### config.mk
export PLATFORM = sky130hd
export DESIGN_NAME = logistic_snd_mix
export DESIGN_NICKNAME = d
export VERILOG_FILES = /design/src/rtl/logistic_snd_mix.sv
export SDC_FILE = /design/constraint.sdc
export NUM_CORES = 2
export LEC_CHECK = 0
export CAP_MARGIN = 20
export CORE_ASPECT_RATIO = 1.4
export CORE_MARGIN = 2
export CORE_UTILIZATION = 28
export CTS_BUF_LIST = sky130_fd_sc_hd__clkbuf_8 sky130_fd_sc_hd__clkbuf_16
export DETAILED_ROUTE_END_ITERATION = 10
export PLACE_DENSITY = 0.38
export SLEW_MARGIN = 30
export SYNTH_ARGS = -nofsm -noshare
export SYNTH_HDL_FRONTEND = slang
export SYNTH_SLANG_ARGS = --single-unit
### constraint.sdc
create_clock -name clk -period 11.1 [get_ports clk]
set_input_delay 1.11 -clock clk [delete_from_list [all_inputs] [get_ports clk]]
set_output_delay 1.11 -clock clk [all_outputs]
set_load 0.01 [all_outputs]
### src/rtl/logistic_snd_mix.sv
// Multi-voice logistic-map tone generator: N_OSC voices share one multiplier to iterate
// x' = r*x*(1-x) once per pass, drive square-wave oscillators, and mix to a sigma-delta bit.

module logistic_snd_voice #(
    parameter int FRAC       = 16,
    parameter int PHASE_BITS = 16,
    parameter int FREQ_RES   = 0
) (
    input  logic            clk,
    input  logic            reset,
    input  logic [FRAC-1:0] x_i,
    output logic            sq_o
);
    logic [PHASE_BITS-1:0] phase_q, phase_d;
    logic [FRAC-1:0]       inc;

    assign inc     = x_i >> FREQ_RES;
    assign phase_d = phase_q + PHASE_BITS'(inc);
    assign sq_o    = phase_q[PHASE_BITS-1];

    always_ff @(posedge clk) begin
        if (reset) phase_q <= '0;
        else       phase_q <= phase_d;
    end
endmodule

module logistic_snd_mix #(
    parameter int N_OSC      = 8,
    parameter int ITER_LEN   = 15361,
    parameter int R_INC      = 2,
    parameter int FRAC       = 16,
    parameter int R_MIN      = 3 << FRAC,
    parameter int PHASE_BITS = 16,
    parameter int FREQ_RES   = 0
) (
    input  logic                       clk,
    input  logic                       reset,
    input  logic [N_OSC-1:0]           osc_en,
    input  logic                       mute,
    input  logic                       freeze,
    output logic                       snd,
    output logic [$clog2(N_OSC+1)-1:0] mix,
    output logic [FRAC+1:0]            r_out,
    output logic                       iter_strobe
);
    localparam int MW = $clog2(N_OSC + 1);
    localparam int KW = (N_OSC > 1) ? $clog2(N_OSC) : 1;
    localparam int CW = $clog2(ITER_LEN);
    localparam int RW = FRAC + 2;
    localparam int PW = 2 * RW;
    localparam logic [RW-1:0] ONE   = RW'(1) << FRAC;
    localparam logic [RW:0]   R_TOP = (RW+1)'(1) << (FRAC + 2);

    localparam logic [2:0] S_IDLE = 3'd0;
    localparam logic [2:0] S_MUL1 = 3'd1;
    localparam logic [2:0] S_MUL2 = 3'd2;
    localparam logic [2:0] S_WR   = 3'd3;
    localparam logic [2:0] S_DONE = 3'd4;

    function automatic logic [FRAC-1:0] seed(input int k);
        logic [63:0] num;
        num = 64'(2 * k + 1) << FRAC;
        return FRAC'(num / 64'(2 * N_OSC));
    endfunction

    logic [2:0]                  state_q, state_d;
    logic [KW-1:0]               k_q, k_d;
    logic [CW-1:0]               cnt_q, cnt_d;
    logic [RW-1:0]               r_q, r_d;
    logic [RW-1:0]               p_q, p_d;
    logic [FRAC-1:0]             y_q, y_d;
    logic [N_OSC-1:0][FRAC-1:0]  x_q, x_d;
    logic [MW-1:0]               mix_q, mix_d;
    logic [MW-1:0]               acc_q, acc_d;
    logic                        snd_q, snd_d;
    logic [FRAC-1:0]             x_cur;
    logic [RW-1:0]               mul_a, mul_b, prod_hi;
    logic [RW:0]                 r_sum;
    logic [MW:0]                 sd_sum;
    logic [N_OSC-1:0]            sq;
    logic                        cnt_end;

    always_comb begin
        x_cur = '0;
        for (int i = 0; i < N_OSC; i++)
            if (k_q == KW'(i)) x_cur = x_q[i];
    end

    // One multiplier: x*(1-x) in MUL1, r*p in MUL2; both results are Q.FRAC after the shift
    assign mul_a   = (state_q == S_MUL1) ? RW'(x_cur) : r_q;
    assign mul_b   = (state_q == S_MUL1) ? ONE - RW'(x_cur) : p_q;
    assign prod_hi = RW'((PW'(mul_a) * PW'(mul_b)) >> FRAC);
    assign r_sum   = {1'b0, r_q} + (RW+1)'(R_INC);
    assign cnt_end = (cnt_q == CW'(ITER_LEN - 1));

    always_comb begin
        state_d = state_q;
        k_d     = k_q;
        p_d     = p_q;
        y_d     = y_q;
        r_d     = r_q;
        x_d     = x_q;
        cnt_d   = cnt_end ? '0 : cnt_q + 1'b1;
        case (state_q)
            S_IDLE: if (cnt_end) begin
                state_d = S_MUL1;
                k_d     = '0;
            end
            S_MUL1: begin
                p_d     = prod_hi;
                state_d = S_MUL2;
            end
            S_MUL2: begin
                y_d     = prod_hi[FRAC-1:0];
                state_d = S_WR;
            end
            S_WR: begin
                for (int i = 0; i < N_OSC; i++)
                    if (k_q == KW'(i)) x_d[i] = y_q;
                if (k_q == KW'(N_OSC - 1)) begin
                    state_d = S_DONE;
                end else begin
                    k_d     = k_q + 1'b1;
                    state_d = S_MUL1;
                end
            end
            S_DONE: begin
                if (!freeze) r_d = (r_sum >= R_TOP) ? RW'(R_MIN) : r_sum[RW-1:0];
                state_d = S_IDLE;
            end
            default: state_d = S_IDLE;
        endcase
    end

    for (genvar g = 0; g < N_OSC; g++) begin : g_voice
        logistic_snd_voice #(
            .FRAC(FRAC), .PHASE_BITS(PHASE_BITS), .FREQ_RES(FREQ_RES)
        ) u_voice (
            .clk(clk), .reset(reset), .x_i(x_q[g]), .sq_o(sq[g])
        );
    end

    always_comb begin
        mix_d = '0;
        for (int i = 0; i < N_OSC; i++)
            mix_d = mix_d + MW'(sq[i] & osc_en[i]);
    end

    // First-order sigma-delta; acc stays in [0, N_OSC)
    assign sd_sum = {1'b0, acc_q} + {1'b0, mix_q};

    always_comb begin
        if (sd_sum >= (MW+1)'(N_OSC)) begin
            snd_d = 1'b1;
            acc_d = MW'(sd_sum - (MW+1)'(N_OSC));
        end else begin
            snd_d = 1'b0;
            acc_d = sd_sum[MW-1:0];
        end
        if (mute) begin
            snd_d = 1'b0;
            acc_d = '0;
        end
    end

    always_ff @(posedge clk) begin
        if (reset) begin
            state_q <= S_IDLE;
            k_q     <= '0;
            cnt_q   <= '0;
            r_q     <= RW'(R_MIN);
            p_q     <= '0;
            y_q     <= '0;
            for (int i = 0; i < N_OSC; i++) x_q[i] <= seed(i);
            mix_q   <= '0;
            acc_q   <= '0;
            snd_q   <= 1'b0;
        end else begin
            state_q <= state_d;
            k_q     <= k_d;
            cnt_q   <= cnt_d;
            r_q     <= r_d;
            p_q     <= p_d;
            y_q     <= y_d;
            x_q     <= x_d;
            mix_q   <= mix_d;
            acc_q   <= acc_d;
            snd_q   <= snd_d;
        end
    end

    assign snd         = snd_q;
    assign mix         = mix_q;
    assign r_out       = r_q;
    assign iter_strobe = (state_q == S_DONE);
endmodule

Word level (Yosys, flattened, before mapping)
Cells that the tools add are included.
- flip-flop bits (word level): 337
- input bits: 12
- logic and storage cells: 106
- add/sub/neg operators: 21
- multiply operators: 1
- magnitude comparators: 2
- eq/ne operators: 14
- mux-type cells: 19
- bitwise logic cells: 9
- reductions and logical operators: 15
- operators with widths (kind ; number):
    $add A16 B16 Y16 ; 8
    $mux W16 ; 8
    $mux W18 ; 3
    $mul A18 B18 Y34 ; 1
    $add A18 B2 Y19 const B ; 1
    $ge A19 B19 Y1 const B ; 1
    $reduce_and A2 Y1 ; 9
    $sub A17 B16 Y18 const A ; 1
    $add A4 B1 Y4 ; 4
    $eq A3 B3 Y1 const B ; 5
    $add A14 B1 Y14 const B ; 1
    $eq A14 B14 Y1 const B ; 1
    $eq A3 B2 Y1 const B ; 4
    $mux W3 ; 4
    $pmux W3 S4 ; 1
    $and A1 B1 Y1 ; 8
    $eq A3 B1 Y1 const B ; 2
    $logic_not A3 Y1 ; 2
    $pmux W3 S2 ; 1
    $add A4 B4 Y5 ; 1
    $ge A5 B4 Y1 const B ; 1
    $add A3 B1 Y4 ; 1
    $mux W4 ; 1
    $ne A2 B2 Y1 const B ; 2
    9 further kinds ; 10

Logic depth before layout (Yosys ltp)
- word-level depth: 12
- depth in mapped cells: 38
- gate-level depth less buffers: 33

Modules after synthesis
A second synthesis with hierarchy kept.
- cells, all modules: 3611
- area, all modules: 29445.7 sq um
- modules (own cells, without submodules) (module ; instances ; cells each ; area an instance (sq um) ; seq. area each (sq um)):
    logistic_snd_mix ; 1 ; 2553 ; 20345.8 ; 4164.0
    logistic_snd_voice (g_voice[2].u_voice ...) ; 5 ; 134 ; 1148.6 ; 320.3
    logistic_snd_voice (g_voice[0].u_voice ...) ; 2 ; 130 ; 1121.1 ; 320.3
    logistic_snd_voice (g_voice[7].u_voice) ; 1 ; 128 ; 1114.8 ; 320.3

Worst setup path before layout
OpenSTA, ideal clock, no wires.
- kind: register to register
- from: register k_q[2]
- to: register p_q[11]
- arrival time: 8.775 ns
- required time: 10.978 ns
- setup slack: 2.203 ns
- cell stages (with the launch flop): 37
- path buffers: 5
- cells stage by stage: dfxtp_1 > buf_2 > inv_1 > ha_1 > buf_2 > clkbuf_1 > nand2_1 > nand2_1 > a221o_1 > mux2i_1 > ha_1 > o2111ai_1 > or3_1 > clkbuf_1 > o31a_1 > o31a_1 > buf_2 > nor2_1 > fa_1 > inv_1 > fa_1 > fa_1 > fa_1 > inv_1 > fa_1 > inv_1 > fa_1 > inv_1 > ha_1 > and3_1 > o21ai_0 > o211ai_1 > a2111oi_0 > o211ai_1 > a41oi_1 > nor4_1 > a221o_1
- longest elaborated chain between the ends: 12
- RTL lines (item ; RTL line ; text):
    from (decl) ; 67 ; logic [KW-1:0] k_q, k_d;
    from (signal assigned) ; 180 ; k_q <= k_d;
    $logic_not A3 Y1 ; 86 ; if (k_q == KW'(i)) x_cur = x_q[i];
    $mux W16 (7 in series) ; 86 ;
    $mux W16 * ; 86 ;
    $sub A17 B16 Y18 ; 91 ; assign mul_b = (state_q == S_MUL1) ? ONE - RW'(x_cur) : p_q;
    $mux W18 ; 91 ;
    $mul A18 B18 Y34 * ; 92 ; assign prod_hi = RW'((PW'(mul_a) * PW'(mul_b)) >> FRAC);
    to (signal assigned) ; 183 ; p_q <= p_d;
    to (decl) ; 70 ; logic [RW-1:0] p_q, p_d;
Mark *: on every way between the ends. The rest lies on a longest branch, timed or not.
A chain may end at the register's enable or synchronous reset.

Worst setup path in the final report
- from: register k_q[0]
- to: register p_q[11]
The elaborated chain is that of the path after synthesis.

==> qor.yml <==
timing:
  setup_tns_ns: 0
  finalSetupViolations: 0
  post-route-period-util_pct: 95.2
  fin_skew_ns: 0.0452
  fmax_mhz: 94.6
  worst_pin_slew_ns: 1.03
  post-route-min-period_ns: 10.57
  hold_viol: 0
  setup_slack_ns: 0.528
  rsz0062_at_grt: "no"
  max-slew-margin-rel_pct: 30.7
  final-max-slew-violation-count: 0
hold_path:
  hp-class: "flop to flop"
  hold_depth: 2
route:
  drt-pass1-iter-count: 5
  first_iter_violations: 1351
  drc: 0
  drtAntennaViolNets: 0
  vias: 24000
  via_per_inst: 4.99
  routed_wl_mm: 109
  wire_per_inst_um: 22.6
logic_synthesis:
  synth_nets: 3980
  ys_ff_latch: 336
  synth.area.mux_share_pct: 0.757
  ys.flop_type: "dfxtp_1"
  yosysWarnings: 0
  syn-cell-area_um2: 28400
  synth_top_family_by_area: "adder cells"
  synth_top_cell_area_share_pct: 23.7
  synth_cell_type_count: 85
  async_flop_share_pct: 0
  ys_seq_area_share_pct: 23.7
  synth.avg_cell_area_um2: 8.20
  synth_xor_area_share_pct: 4.10
  synth_adder_area_share_pct: 29.0
  yosys.area.top_type: "dfxtp_1"
  synthSimpleGateAreaFrac_pct: 21.3
  synth_compound_area_share_pct: 13.9
  synth.area.top_cells: "dfxtp_1 24%, fa_1 19%, ha_1 10%"
  synth_edf_count: 0
  syn_inst: 3469
placement:
  io_buffers: 34
  numPlacedInstances: 4728
  post-place-ws_ns: 0.593
  gp_congestion: 0.881
  dp.final_hpwl_mm: 85.3
worst_setup_path:
  crit_arrival_ns: 11.05
  crit_path_max_fanout: 16
  critical_path.startpoint_type: "flop"
  r2r_setup_slack_ns: 0.53
  critPathSlowestCell: "o32ai_1"
  r2r_start: "k_q[0]"
  cp-startpoint: "k_q[0]"
  cpPeakStageDelay_ns: 0.60
  reg2reg_to: "p_q[11]"
  cp-endpoint: "p_q[11]"
  r2r_cells: 29
  worstSetupEndpointType: "flop"
  cp.required_ns: 11.58
  worst_path_most_repeated_cell: "fa_1"
  crit_type: "flop to flop"
finish:
  fin_util_pct: 31.4
  areaGrowthSynthToFinish_pct: 11.5
  fin_cells: 4806
  antenna_cells: 0
  drive_above_1_share_pct: 5.21
  final_nets: 3954
floorplanning:
  die_y_um: 381
  initial_core_util_pct: 28.2
  core_region_area_um2: 101000
  die_x_um: 273
  placementRows: 138
  ios: 36
  die_area_um2: 104000
clock_network:
  clk_latency_ns: 0.61
  clk_pin_slew_ns: 0.07
  root_buffer: "clkbuf_16"
  cts_buffer_depth: 3
  cts_tree: "yes"
  cts_sinks: 336
  cts_htree_levels: 2
  post_cts_buffers: 0
  numCtsBuffers: 43
global_routing:
  grt-ovfl-total: 0
  grt_pass1_wl_mm: 162
  grt_usage_pct: 21.0
  antenna_found_initial: 0
  grt_pass1_vias: 24700
  grt_max_degree: 93
job:
  cap_violations: 0
run_status:
  status: "complete, no violations"
pwr:
  ir_worst_vdd_v: 0.000100
  power.density_nw_per_um2: 95.7
  leakagePower_nw: 14.0
## sequential cells by signal, indices dropped and copies added (netlist names)
register / cells
snd: 1
mix: 4
p_q: 18
g_voice.u_voice.phase_q: 128
k_q: 3
state_q: 3
x_q: 128
r_out: 17
y_q: 16
acc_q: 4
cnt_q: 14
## worst min path at each step
| stage | slack (ns) | endpoint | from |
|---|---|---|---|
| global placement | 0.47 | cnt_q[0] | cnt_q[0] |
| global route | 0.51 | x_q[81] | x_q[81] |
| finish | 0.49 | x_q[81] | x_q[81] |
| CTS | 0.48 | x_q[81] | x_q[81] |
| floorplan | 0.44 | cnt_q[0] | cnt_q[0] |
| detailed placement | 0.48 | x_q[81] | x_q[81] |
## cell families after synthesis
logic type | Yosys count
other cells | 2
mux | 20
compound gates | 616
simple gates | 1326
buf+inv | 537
xor+xnor | 133
fa+ha+maj | 499
flops | 336
## area by class of cell
| cell class | instances | area, um^2 |
|---|---|---|
| timing repair buffer | 96 | 811 |
| inverter | 370 | 1390 |
| tap | 1330 | 1660 |
| multi-input combinational | 2596 | 19700 |
| clock inverter | 25 | 221 |
| clock buffer | 53 | 1220 |
| fill | 10800 | 69100 |
| sequential | 336 | 6730 |
## synth_stat cells (22+ instances only)
cell type,n
dfxtp_1,336
o21a_1,28
and3_1,46
inv_1,368
nand2_1,600
clkbuf_1,124
nor2b_1,52
nor3_1,76
a31oi_1,26
o31ai_1,29
a21o_1,43
fa_1,266
or3_1,44
o21ai_0,75
nor2_1,264
ha_1,233
xnor2_1,64
nand3_1,79
a21oi_1,248
nand4_1,22
xor2_1,69
and2_1,45
## critical path, delay by kind of cell (launching register included)
family	cells	cell delay [ns]
AND/OR/NAND/NOR	6	1.95
buffers and inverters	4	0.37
AO/OA/AOI/OAI	10	3.91
adder cells (fa/ha/maj)	9	3.79
flip-flops	1	0.40
## cells in the final DEF, fill, tap and decap left out, types with 12 or more instances in the layout
cell type	n
a2111oi_0	12
a21o_1	43
a21oi_1	248
a31oi_1	26
and2_1	45
and3_1	46
buf_4	62
clkbuf_16	44
clkdlybuf4s50_1	33
dfxtp_1	336
fa_1	266
ha_1	232
inv_1	374
nand2_1	600
nand2b_1	18
nand3_1	79
nand3b_1	20
nand4_1	22
nor2_1	261
nor2b_1	52
nor3_1	76
o21a_1	28
o21ai_0	74
o31a_1	12
o31ai_1	29
or3_1	44
xnor2_1	64
xor2_1	69
## stage by stage
step	hold WS, ns	cell area, um^2	power (mW)
4_1_cts	0.485	31700	3.09
3_3_place_gp	0.469	30200	1.61
6_report	0.487	31700	3.03
5_1_grt	0.513	31700	3.16
3_5_place_dp	0.476	30300	1.61
2_1_floorplan	0.438	28400	1.48
## per-layer routing
metal | vias up | wire length [um] | track usage (%)
li1 | 11500 | - | -
met1 | 11900 | 42500 | 23.7
met2 | 447 | 58500 | 39.9
met3 | 173 | 2910 | 1.76
met4 | 0 | 4720 | 8.33
met5 | - | 0 | 0
## power by group
part           internal, mW  switching (mW)  leakage (nW)
Combinational         0.106           0.207          10.5
Sequential             1.23          0.0272          2.72
Clock                 0.853           0.608         0.738
Total                  2.19           0.843          14.0
## timing repair
| action | 4_1_cts | 5_1_grt |
|---|---|---|
| resized for setup | 0 | 1 |
| setup endpoints to repair | 0 | 1 |
| hold buffers | 0 | 0 |
Note: power is estimated with default switching activity, not from simulation.
